[config.mk]
export PLATFORM = sky130hd
export DESIGN_NAME = div_acc_engine
export DESIGN_NICKNAME = d
export VERILOG_FILES = /design/src/rtl/div_acc_engine.sv
export SDC_FILE = /design/constraint.sdc
export NUM_CORES = 1
export LEC_CHECK = 0
export BUFFER_PORTS_ARGS = -buffer_cell sky130_fd_sc_hd__buf_2
export CORE_ASPECT_RATIO = 1.2
export CORE_MARGIN = 2
export CORE_UTILIZATION = 61
export DETAILED_ROUTE_END_ITERATION = 8
export PLACE_DENSITY = 0.95
export SYNTH_ARGS = -nofsm -noshare
export SYNTH_HDL_FRONTEND = slang
export SYNTH_SLANG_ARGS = --single-unit
[constraint.sdc]
create_clock -name Clk -period 3.7 [get_ports Clk]
set_input_delay 0.555 -clock Clk [delete_from_list [all_inputs] [get_ports Clk]]
set_output_delay 0.555 -clock Clk [all_outputs]
set_load 0.02 [all_outputs]
[src/rtl/div_acc_engine.sv]
// Divide accelerator: replaces the software repeated-subtraction loop with a fixed-latency divider.
// Optional macro DIV_ACC_RADIX4_EN selects a radix-4 CALC stage (8 cycles instead of 16).
module div_acc_engine #(
  parameter int WIDTH  = 16,
  parameter int Q_ADDR = 1,
  parameter int R_ADDR = 2
) (
  input  logic             Clk,
  input  logic             Reset,
  input  logic             StartDiv102,
  input  logic [WIDTH-1:0] Divident,
  input  logic [WIDTH-1:0] Divisor,
  input  logic [WIDTH-1:0] ExitPc,
  input  logic             Abort,
  output logic             AccBusy,
  output logic             AccMemWrEn,
  output logic [WIDTH-1:0] AccMemAddr,
  output logic [WIDTH-1:0] AccMemWrData,
  output logic             AccDWrEn,
  output logic [WIDTH-1:0] AccDData,
  output logic             AccPcWrEn,
  output logic [WIDTH-1:0] AccPc,
  output logic [WIDTH-1:0] Quotient,
  output logic [WIDTH-1:0] Remainder
);

  typedef enum logic [2:0] {S_IDLE, S_CALC, S_FIX, S_WRQ, S_WRR, S_DONE} state_t;

`ifdef DIV_ACC_RADIX4_EN
  localparam logic [4:0] CNT_INIT = 5'd7;

  // One radix-4 restoring step: returns {remainder, shifted dividend/quotient}.
  function automatic logic [2*WIDTH-1:0] div_step(input logic [WIDTH-1:0] rem,
                                                  input logic [WIDTH-1:0] n,
                                                  input logic [WIDTH-1:0] d);
    logic [WIDTH+1:0] trial, d1, d2, d3;
    logic [1:0]       digit;
    trial = {rem, n[WIDTH-1:WIDTH-2]};
    d1    = {2'b00, d};
    d2    = {1'b0, d, 1'b0};
    d3    = d1 + d2;
    if (trial >= d3) begin
      trial = trial - d3;
      digit = 2'd3;
    end else if (trial >= d2) begin
      trial = trial - d2;
      digit = 2'd2;
    end else if (trial >= d1) begin
      trial = trial - d1;
      digit = 2'd1;
    end else begin
      digit = 2'd0;
    end
    return {trial[WIDTH-1:0], n[WIDTH-3:0], digit};
  endfunction
`else
  localparam logic [4:0] CNT_INIT = 5'd15;

  // One radix-2 restoring step: returns {remainder, shifted dividend/quotient}.
  function automatic logic [2*WIDTH-1:0] div_step(input logic [WIDTH-1:0] rem,
                                                  input logic [WIDTH-1:0] n,
                                                  input logic [WIDTH-1:0] d);
    logic [WIDTH:0] trial;
    logic           bit_q;
    trial = {rem, n[WIDTH-1]};
    bit_q = (trial >= {1'b0, d});
    if (bit_q) trial = trial - {1'b0, d};
    return {trial[WIDTH-1:0], n[WIDTH-2:0], bit_q};
  endfunction
`endif

  // Turn the floor division into the loop's ceil semantics; returns {Q, R}.
  function automatic logic [2*WIDTH-1:0] fix_result(input logic             neg,
                                                    input logic [WIDTH-1:0] n,
                                                    input logic [WIDTH-1:0] rem,
                                                    input logic [WIDTH-1:0] d);
    if (neg)              return {WIDTH'(1), n - d};
    else if (rem != '0)   return {n + WIDTH'(1), rem - d};
    else                  return {n, {WIDTH{1'b0}}};
  endfunction

  state_t state_q, state_d;
  logic [4:0] cnt_q;
  logic [WIDTH-1:0] n_q, d_q, pc_q, rem_q, qres_q, rres_q;
  logic neg_q, accept;
  logic signed [WIDTH-1:0] n_s, d_s;

  assign n_s = Divident;
  assign d_s = Divisor;

  always_ff @(posedge Clk) begin
    if (!Reset) state_q <= S_IDLE;
    else        state_q <= state_d;
  end

  always_comb begin
    state_d      = state_q;
    accept       = 1'b0;
    AccBusy      = 1'b0;
    AccMemWrEn   = 1'b0;
    AccMemAddr   = '0;
    AccMemWrData = '0;
    AccDWrEn     = 1'b0;
    AccDData     = '0;
    AccPcWrEn    = 1'b0;
    AccPc        = '0;
    case (state_q)
      S_IDLE: begin
        if (StartDiv102 && (d_s > 0)) begin
          accept  = 1'b1;
          state_d = (n_s <= 0) ? S_FIX : S_CALC;
        end
      end
      S_CALC: begin
        AccBusy = 1'b1;
        if (Abort)              state_d = S_IDLE;
        else if (cnt_q == 5'd0) state_d = S_FIX;
      end
      S_FIX: begin
        AccBusy = 1'b1;
        state_d = Abort ? S_IDLE : S_WRQ;
      end
      S_WRQ: begin
        AccBusy      = 1'b1;
        AccMemWrEn   = 1'b1;
        AccMemAddr   = WIDTH'(Q_ADDR);
        AccMemWrData = qres_q;
        state_d      = S_WRR;
      end
      S_WRR: begin
        AccBusy      = 1'b1;
        AccMemWrEn   = 1'b1;
        AccMemAddr   = WIDTH'(R_ADDR);
        AccMemWrData = rres_q;
        AccDWrEn     = 1'b1;
        AccDData     = rres_q;
        state_d      = S_DONE;
      end
      S_DONE: begin
        AccPcWrEn = 1'b1;
        AccPc     = pc_q;
        state_d   = S_IDLE;
      end
      default: state_d = S_IDLE;
    endcase
  end

  always_ff @(posedge Clk) begin
    if (!Reset)                 cnt_q <= '0;
    else if (accept)            cnt_q <= CNT_INIT;
    else if (state_q == S_CALC) cnt_q <= cnt_q - 5'd1;
  end

  always_ff @(posedge Clk) begin
    if (accept) begin
      n_q   <= Divident;
      d_q   <= Divisor;
      pc_q  <= ExitPc;
      rem_q <= '0;
      neg_q <= (n_s <= 0);
    end else if (state_q == S_CALC) begin
      {rem_q, n_q} <= div_step(rem_q, n_q, d_q);
    end else if (state_q == S_FIX) begin
      {qres_q, rres_q} <= fix_result(neg_q, n_q, rem_q, d_q);
    end
  end

  // Architectural result registers commit together with the remainder write.
  always_ff @(posedge Clk) begin
    if (!Reset) begin
      Quotient  <= '0;
      Remainder <= '0;
    end else if (state_q == S_WRR) begin
      Quotient  <= qres_q;
      Remainder <= rres_q;
    end
  end

endmodule
# [After elaboration in Yosys (flattened, before gate mapping)]
# Cells that the tools add are included.
[word_totals] regBits=137 ramBits=0 n_memories=0 elab_cells=63 latchBits=0 romBits=0
[op_classes] mul=0 n_bitwise=3 n_div=0 shifts=0 order_cmp=3 muxes=23 n_reduce_logical=10 n_eq_ne=7 addsub=5
[op_table] op="$mux 16" n=6
[op_table] op="$sub 16x16->16" n=3
[op_table] op="$mux 32" n=1
[op_table] op="$pmux 16 s2" n=1
[op_table] op="$ge 17x16->1" n=1
[op_table] op="$add 16x1->16 const B" n=1
[op_table] op="$gt 16x1->1 const B" n=1
[op_table] op="$le 16x1->1 const B" n=1
[op_table] op="$reduce_bool 16->1" n=1
[op_table] op="$pmux 3 s5" n=1
[op_table] op="$mux 3" n=3
[op_table] op="$mux 4" n=2
[op_table] op="$eq 3x2->1 const B" n=2
[op_table] op="$eq 3x3->1 const B" n=2
[op_table] op="$mux 1" n=6
[op_table] op="$logic_not 5->1" n=1
[op_table] op="$sub 5x1->5 const B" n=1
[op_table] op="$mux 2" n=2
[op_table] op="$pmux 2 s2" n=1
[op_table] op="$reduce_or 2->1" n=2
[op_table] op="$reduce_or 4->1" n=1
[op_table] op="$eq 3x1->1 const B" n=1
[op_table] op="$logic_not 3->1" n=1
[op_table] op="$ne 3x3->1 const B" n=1
[op_table] op="other kinds (6)" n=8

# [Logic depth before layout (Yosys ltp)]
# Gate-level depths: netlist (run 1).
[depth] ltp_word=6 mapped_depth=10 ltp_nobuf=10

# [Least setup slack after synthesis (run 1)]
# Ideal clock, no wire load.
[synth_timing] kind="reg-to-reg" startpoint="register d_q[1]" endpoint="register n_q[0], data pin" n_path_buf=0 path_slack_ps=1226 setup_time_ps=260 stages_incl_launch_ff=9 arrival_time_ps=2214 period_less_slack_ps=2474 cell_sequence="edfxtp_1 > inv_1 > ha_1 > nor2b_1 > o21bai_1 > a21oi_4 > o31a_4 > or2_2 > mux2_2"
[synth_between] elab_chain_cells=3
[synth_rtl] element="start: declaration" line="84" source="logic [WIDTH-1:0] n_q, d_q, pc_q, rem_q, qres_q, rres_q;"
[synth_rtl] element="start signal: assignment" line="157" source="d_q <= Divisor;"
[synth_rtl] element="$ge 17x16->1" line="66" source="bit_q = (trial >= {1'b0, d});"
[synth_rtl] element="$mux 16" line="161" source="end else if (state_q == S_CALC) begin"
[synth_rtl] element="$mux 16" line="155" source="if (accept) begin"
[synth_rtl] element="end signal: assignment" line="156" source="n_q <= Divident;"
[synth_rtl] element="end signal: assignment" line="162" source="{rem_q, n_q} <= div_step(rem_q, n_q, d_q);"
[synth_rtl] element="end: declaration" line="84"
# No other way between the ends. The select of a mux whose other input is x is not followed.
# A chain may end at the register's enable or synchronous reset.

# [Final worst setup path (run 1)]
# Ends and elaborated chain as after synthesis.

==> results.yml, run 1 <==
sta:
  fin_crit_sh_pct: 78.4
  tns_ps: 0
  final_max_slew_viol_count: 0
  fin_skew_ps: 11.1
  maxSlewHeadroom_pct: 53.6
  max_freq_mhz: 345
  hold_violations: 0
  finalCriticalPeriod_ps: 2900
  finalSetupViolCount: 0
  tightest_slew_ps: 696
  hold_slack_ps: 299
  rsz0062_at_grt: "no"
detailed_routing:
  dr.first_iter.drc_count: 594
  wl_per_cell_um: 18.0
  num_vias: 7326
  vias_per_cell: 6.14
  wirelength_um: 21500
  drc_errors: 0
  drt-pass1-iter-count: 5
  ant_nets: 0
synthesis:
  synth-compound-area-share_pct: 20.6
  syn-mean-instance-area_um2: 9.60
  async_flop_share_pct: 0
  yosys_warnings: 0
  ys_types: 71
  syn_area_um2: 8440
  synth_flop_cell: "edfxtp_1"
  synth_top_family_by_area: "compound AO/OA/AOI/OAI gates"
  synthSimpleGateAreaFrac_pct: 16.9
  ys_ff_latch: 137
  synth_adder_area_share_pct: 7.83
  synth-edff-count: 81
  synth.area.mux_share_pct: 2.37
  yosysSeqAreaShare_pct: 42.1
  synth_xor_area_share_pct: 5.08
  syn_inst: 879
floorplan:
  rows: 47
  die_area_um2: 14800
  chipWidth_um: 111
  core-area_um2: 13600
  die_h_um: 133
  initial_core_util_pct: 61.9
  io_pins: 152
setup_path:
  worstPathRequired_ps: 3880
  worstPathArrival_ps: 3080
  crit_type: "flop to flop"
  end_kind: "flop"
  crit_path_start: "d_q[1]"
  r2r-start: "d_q[1]"
  path_max_fanout: 20
  worst_setup_path_start_kind: "flop"
clocking:
  clk_latency_ps: 430
  postCtsSetupBuffers: 0
  cts_buffer_depth: 2
  path_clk_slew_ps: 60
  cts_num_sinks: 137
  root_buffer: "clkbuf_16"
  numCtsBuffers: 17
  cts_tree: "done"
  hold_buffers: 0
  htreeDepth: 4
  ctsResizeCount: 0
layout:
  syn2layout_area_growth_pct: 16.0
  finish.utilization_pct: 71.8
  drive_above_1_share_pct: 20.0
  fin_nets: 1113
  diodes: 0
hold_path:
  min_from: "ExitPc[8]"
  hold_class: "primary input to flop"
status:
  status: "finished, final reports clean"
placed_design:
  dp.final_hpwl_um: 16200
  port_buffers: 137
  gp_congestion: 0.964
global_route:
  antenna_found_initial: 0
  grt_usage_pct: 29.2
  grt_max_degree: 40
  overflow: 0
  grt_pass1_vias: 7035
  grt_pass1_wl_um: 34100
power_and_ir_drop:
  p_leak_uw: 0.00438
  powerDensity_nw_per_um2: 588
  total_power_uw: 5760
  ir_worst_vdd_v: 0.000452
flow_run:
  maxCapViolations: 0
[sequential cells by signal (all words and copies together) (netlist names), 3 cells and up]
register	flops
qres_q	16
Remainder	16
Quotient	16
cnt_q	5
state_q	3
rres_q	16
d_q	16
n_q	16
pc_q	16
rem_q	16
[per-layer routing]
layer / vias up / part of all wire (%) / global-route usage [%]
met5: - / 0 / 0
met4: 0 / 6.5 / 20.8
met3: 87 / 7.1 / 6.00
met2: 379 / 48 / 49.4
met1: 3392 / 38 / 32.9
li1: 3468 / - / -
[cells in the final DEF, fill, tap and decap left out, drive strengths merged, types with 8 or more instances in the layout]
cell,count
buf,148
nand2,99
edfxtp,81
dfxtp,56
ha,48
inv,45
a21oi,39
nor2,38
and2,35
o21a,32
xnor2,32
a21o,28
o21ai,27
and3,25
clkbuf,22
a21boi,21
nor3,19
nand3,19
xor2,17
o211ai,17
mux2,16
conb,14
nor4,11
o22ai,11
nor2b,9
o31ai,9
o21bai,8
a31o,8
[power by group]
group,internal [uW],switching (uW)
Sequential,1850,178
Clock,1010,642
Combinational,839,1240
Total,3700,2060
[worst max-delay path, cell delays in order, from the launching register on]
cell,delay (ps)
edfxtp_1,410
inv_1,210
ha_1,280
nor2b_1,170
o21bai_1,240
a21oi_4,130
o31a_4,460
or2_2,440
mux2_2,310
[synthesized netlist by cell type, types with 4 or more instances]
master	n	area share, %
o32ai_1	5	0.52
dfxtp_1	56	13
buf_4	15	1.3
nor4_1	11	0.82
a21o_1	28	2.5
nor3_1	19	1.1
xor2_1	17	1.8
nand4_1	7	0.52
nand2_1	99	4.4
clkbuf_1	31	1.4
o31ai_1	7	0.62
nor2b_1	9	0.67
or3_1	4	0.30
nand2b_1	6	0.44
edfxtp_1	81	29
o21bai_1	8	0.71
and3_1	25	1.9
o22ai_1	11	0.82
or2_2	4	0.30
xnor2_1	32	3.3
nand3_1	19	1.1
nor2_1	38	1.7
a211oi_1	6	0.53
a31o_1	5	0.52
o21ai_0	25	1.5
ha_1	48	7.1
inv_1	43	1.9
mux2_2	16	2.1
a31oi_1	4	0.30
o211ai_1	17	1.5
a21oi_1	38	2.3
a21boi_0	21	1.9
and2_1	33	2.4
o21a_1	32	2.8
[through the flow]
step	worst slack, ps	cells	area [um^2]
floorplan	1230	892	8490
global placement	869	1162	9220
detailed placement	828	1162	9220
CTS	808	1194	9790
global route	650	1194	9790
finish	798	1194	9790
[cell families (layout without fill, tap and decap cells)]
family          count (synthesis)  count (layout)
compound gates                244             244
xor+xnor                       49              49
fa+ha+maj                      51              51
buf+inv                        93             224
flops                         137             137
mux                            18              18
other cells                     1              14
simple gates                  286             286
[worst paths after layout]
kind                  to  slack, ps  depth (start not counted)
max               n_q[0]        800                          8
min              pc_q[8]        300                          1
max reg2reg       n_q[0]        800                          8
min reg2reg  Quotient[5]        460                          2
[final cells by class]
type	count	area, um^2
Clock buffer	22	454
Fill cell	960	3850
Inverter	44	165
Sequential cell	137	3550
Timing Repair Buffer	148	781
Clock inverter	10	118
Multi-Input combinational cell	662	4510
Tap cell	171	214
No activity file was read; power rests on OpenSTA's default activity.
==> inputs of run 2 (changes only) <==
--- a/config.mk
+++ b/config.mk
@@ -8,9 +8,9 @@
 export BUFFER_PORTS_ARGS = -buffer_cell sky130_fd_sc_hd__buf_2
 export CORE_ASPECT_RATIO = 1.2
 export CORE_MARGIN = 2
-export CORE_UTILIZATION = 61
+export CORE_UTILIZATION = 57
 export DETAILED_ROUTE_END_ITERATION = 8
-export PLACE_DENSITY = 0.95
+export PLACE_DENSITY = 0.9
 export SYNTH_ARGS = -nofsm -noshare
 export SYNTH_HDL_FRONTEND = slang
 export SYNTH_SLANG_ARGS = --single-unit
==> constraint.sdc (replaced) <==
create_clock -name Clk -period 2.9 [get_ports Clk]
set_input_delay 0.435 -clock Clk [delete_from_list [all_inputs] [get_ports Clk]]
set_output_delay 0.435 -clock Clk [all_outputs]
set_load 0.02 [all_outputs]
==> run 2 against run 1 <==
Sequential share of layout area down 0.23 points. Final cell count increased by 1.0%. Critical path type unchanged. Setup slack got worse by 730 ps. Sequential power grew 27%. Non-clock buffer count is 8 higher. Critical path depth is 1 higher. Global-route usage is 1.4 points lower.
==> results.yml, run 2 (synthesized netlist as in run 1, its figures left out) <==
status:
  status: "finished, final reports clean"
sta:
  tns_ps: 0
  finalCriticalPeriod_ps: 2830
  finalSetupViolCount: 0
  tightest_slew_ps: 870
  rsz0062_at_grt: "no"
  max_freq_mhz: 353
  hold_violations: 0
  fin_skew_ps: 7.52
  fin_crit_sh_pct: 97.6
  maxSlewHeadroom_pct: 41.8
  final_max_slew_viol_count: 0
floorplan:
  io_pins: 152
  core-area_um2: 14400
  die_area_um2: 15800
  rows: 48
  die_h_um: 137
  chipWidth_um: 115
  initial_core_util_pct: 58.6
hold_path:
  hold_path_depth: 1
  hold_class: "primary input to flop"
setup_path:
  reg2reg_depth: 9
  path_max_fanout: 14
  worstPathRequired_ps: 3200
  end_kind: "flop"
  worst_setup_path_start_kind: "flop"
  worstPathArrival_ps: 3130
  crit_type: "flop to flop"
detailed_routing:
  vias_per_cell: 6.06
  wl_per_cell_um: 17.8
  wirelength_um: 21500
  num_vias: 7313
  ant_nets: 0
  drt-pass1-iter-count: 6
  dr.first_iter.drc_count: 622
  drc_errors: 0
placed_design:
  port_buffers: 137
  dp_cells: 1174
  gp_congestion: 0.971
  dp.final_hpwl_um: 16200
clocking:
  root_buffer: "clkbuf_16"
  clk_latency_ps: 420
  postCtsSetupBuffers: 0
  cts_num_sinks: 137
  cts_buffer_depth: 2
  ctsResizeCount: 0
  cts_tree: "done"
  numCtsBuffers: 17
  path_clk_slew_ps: 60
  htreeDepth: 4
  hold_buffers: 0
flow_run:
  maxCapViolations: 0
layout:
  mostFrequentLayoutCell: "buf_2"
  final_cell_mix: "137 x buf_2, 99 x nand2_1, 81 x edfxtp_1, 55 x dfxtp_1, 48 x ha_1"
  instances_no_fill: 1206
  fin_nets: 1121
  diodes: 0
  n_fill_cell: 1047
  syn2layout_area_growth_pct: 16.8
  drive_above_1_share_pct: 21.0
global_route:
  overflow: 0
  antenna_found_initial: 0
  grt_pass1_vias: 6905
  grt_usage_pct: 27.8
  grt_pass1_wl_um: 33900
  grt_max_degree: 40
power_and_ir_drop:
  p_leak_uw: 0.00440
  ir_worst_vdd_v: 0.000421
  powerDensity_nw_per_um2: 756
  total_power_uw: 7450
run 2: changes by cell type in the layout (fill, tap and decap cells not counted), moves of 2 or more:
cell | before | now
buf_4 | 10 | 19
clkinvlp_4 | 1 | 5
clkbuf_1 | 4 | 1
clkinv_1 | 1 | 3
clkinv_2 | 3 | 1
run 2: worst paths after layout:
kind,startpoint,endpoint,slack (ps)
setup / recovery,d_q[1],rem_q[0],70
hold / removal,ExitPc[7],pc_q[7],190
setup reg to reg,d_q[1],rem_q[0],70
hold reg to reg,Quotient[3],Quotient[3],460
run 2: per-stage QoR:
stage                     utilization [%]  worst slack, ps  area [um^2]  hold WS (ps)
after floorplan                         -              426         8490           493
after global placement               64.3              255         9270           452
after detailed placement             64.3             73.3         9270           455
after CTS                            68.3             57.3         9850           174
after global routing                 68.4             37.6         9860           175
final                                68.4             68.4         9860           191
run 2: report_power, final:
| part | total (uW) | internal [uW] | switching (uW) |
|---|---|---|---|
| combinational | 2780 | 1140 | 1640 |
| clock | 2100 | 1270 | 832 |
| sequential | 2580 | 2360 | 219 |
| total | 7450 | 4760 | 2690 |
run 2: routing by layer:
layer	global-route usage (%)	share of wire [%]	vias up
li1	-	-	3476
met5	0	0	-
met2	47.2	47	364
met3	4.93	6.5	86
met4	17.9	6.3	0
met1	32.4	40	3387
run 2: worst max-delay path, stage by stage (launching register included):
cell and delay (ps):
edfxtp_1 430, inv_2 150, ha_1 260, nor2b_1 170, o21bai_1 290, a21oi_4 140
o31a_4 450, or2_2 310, buf_4 190, o311ai_1 310
run 2: layout make-up:
type / instances / area, um^2 / share of cell area (%)
Clock buffer: 18 / 429 / 4.35
Clock inverter: 14 / 148 / 1.50
Inverter: 44 / 165 / 1.68
Multi-Input combinational cell: 662 / 4510 / 45.8
Sequential cell: 137 / 3550 / 36.1
Tap cell: 175 / 219 / 2.22
Timing Repair Buffer: 156 / 828 / 8.40
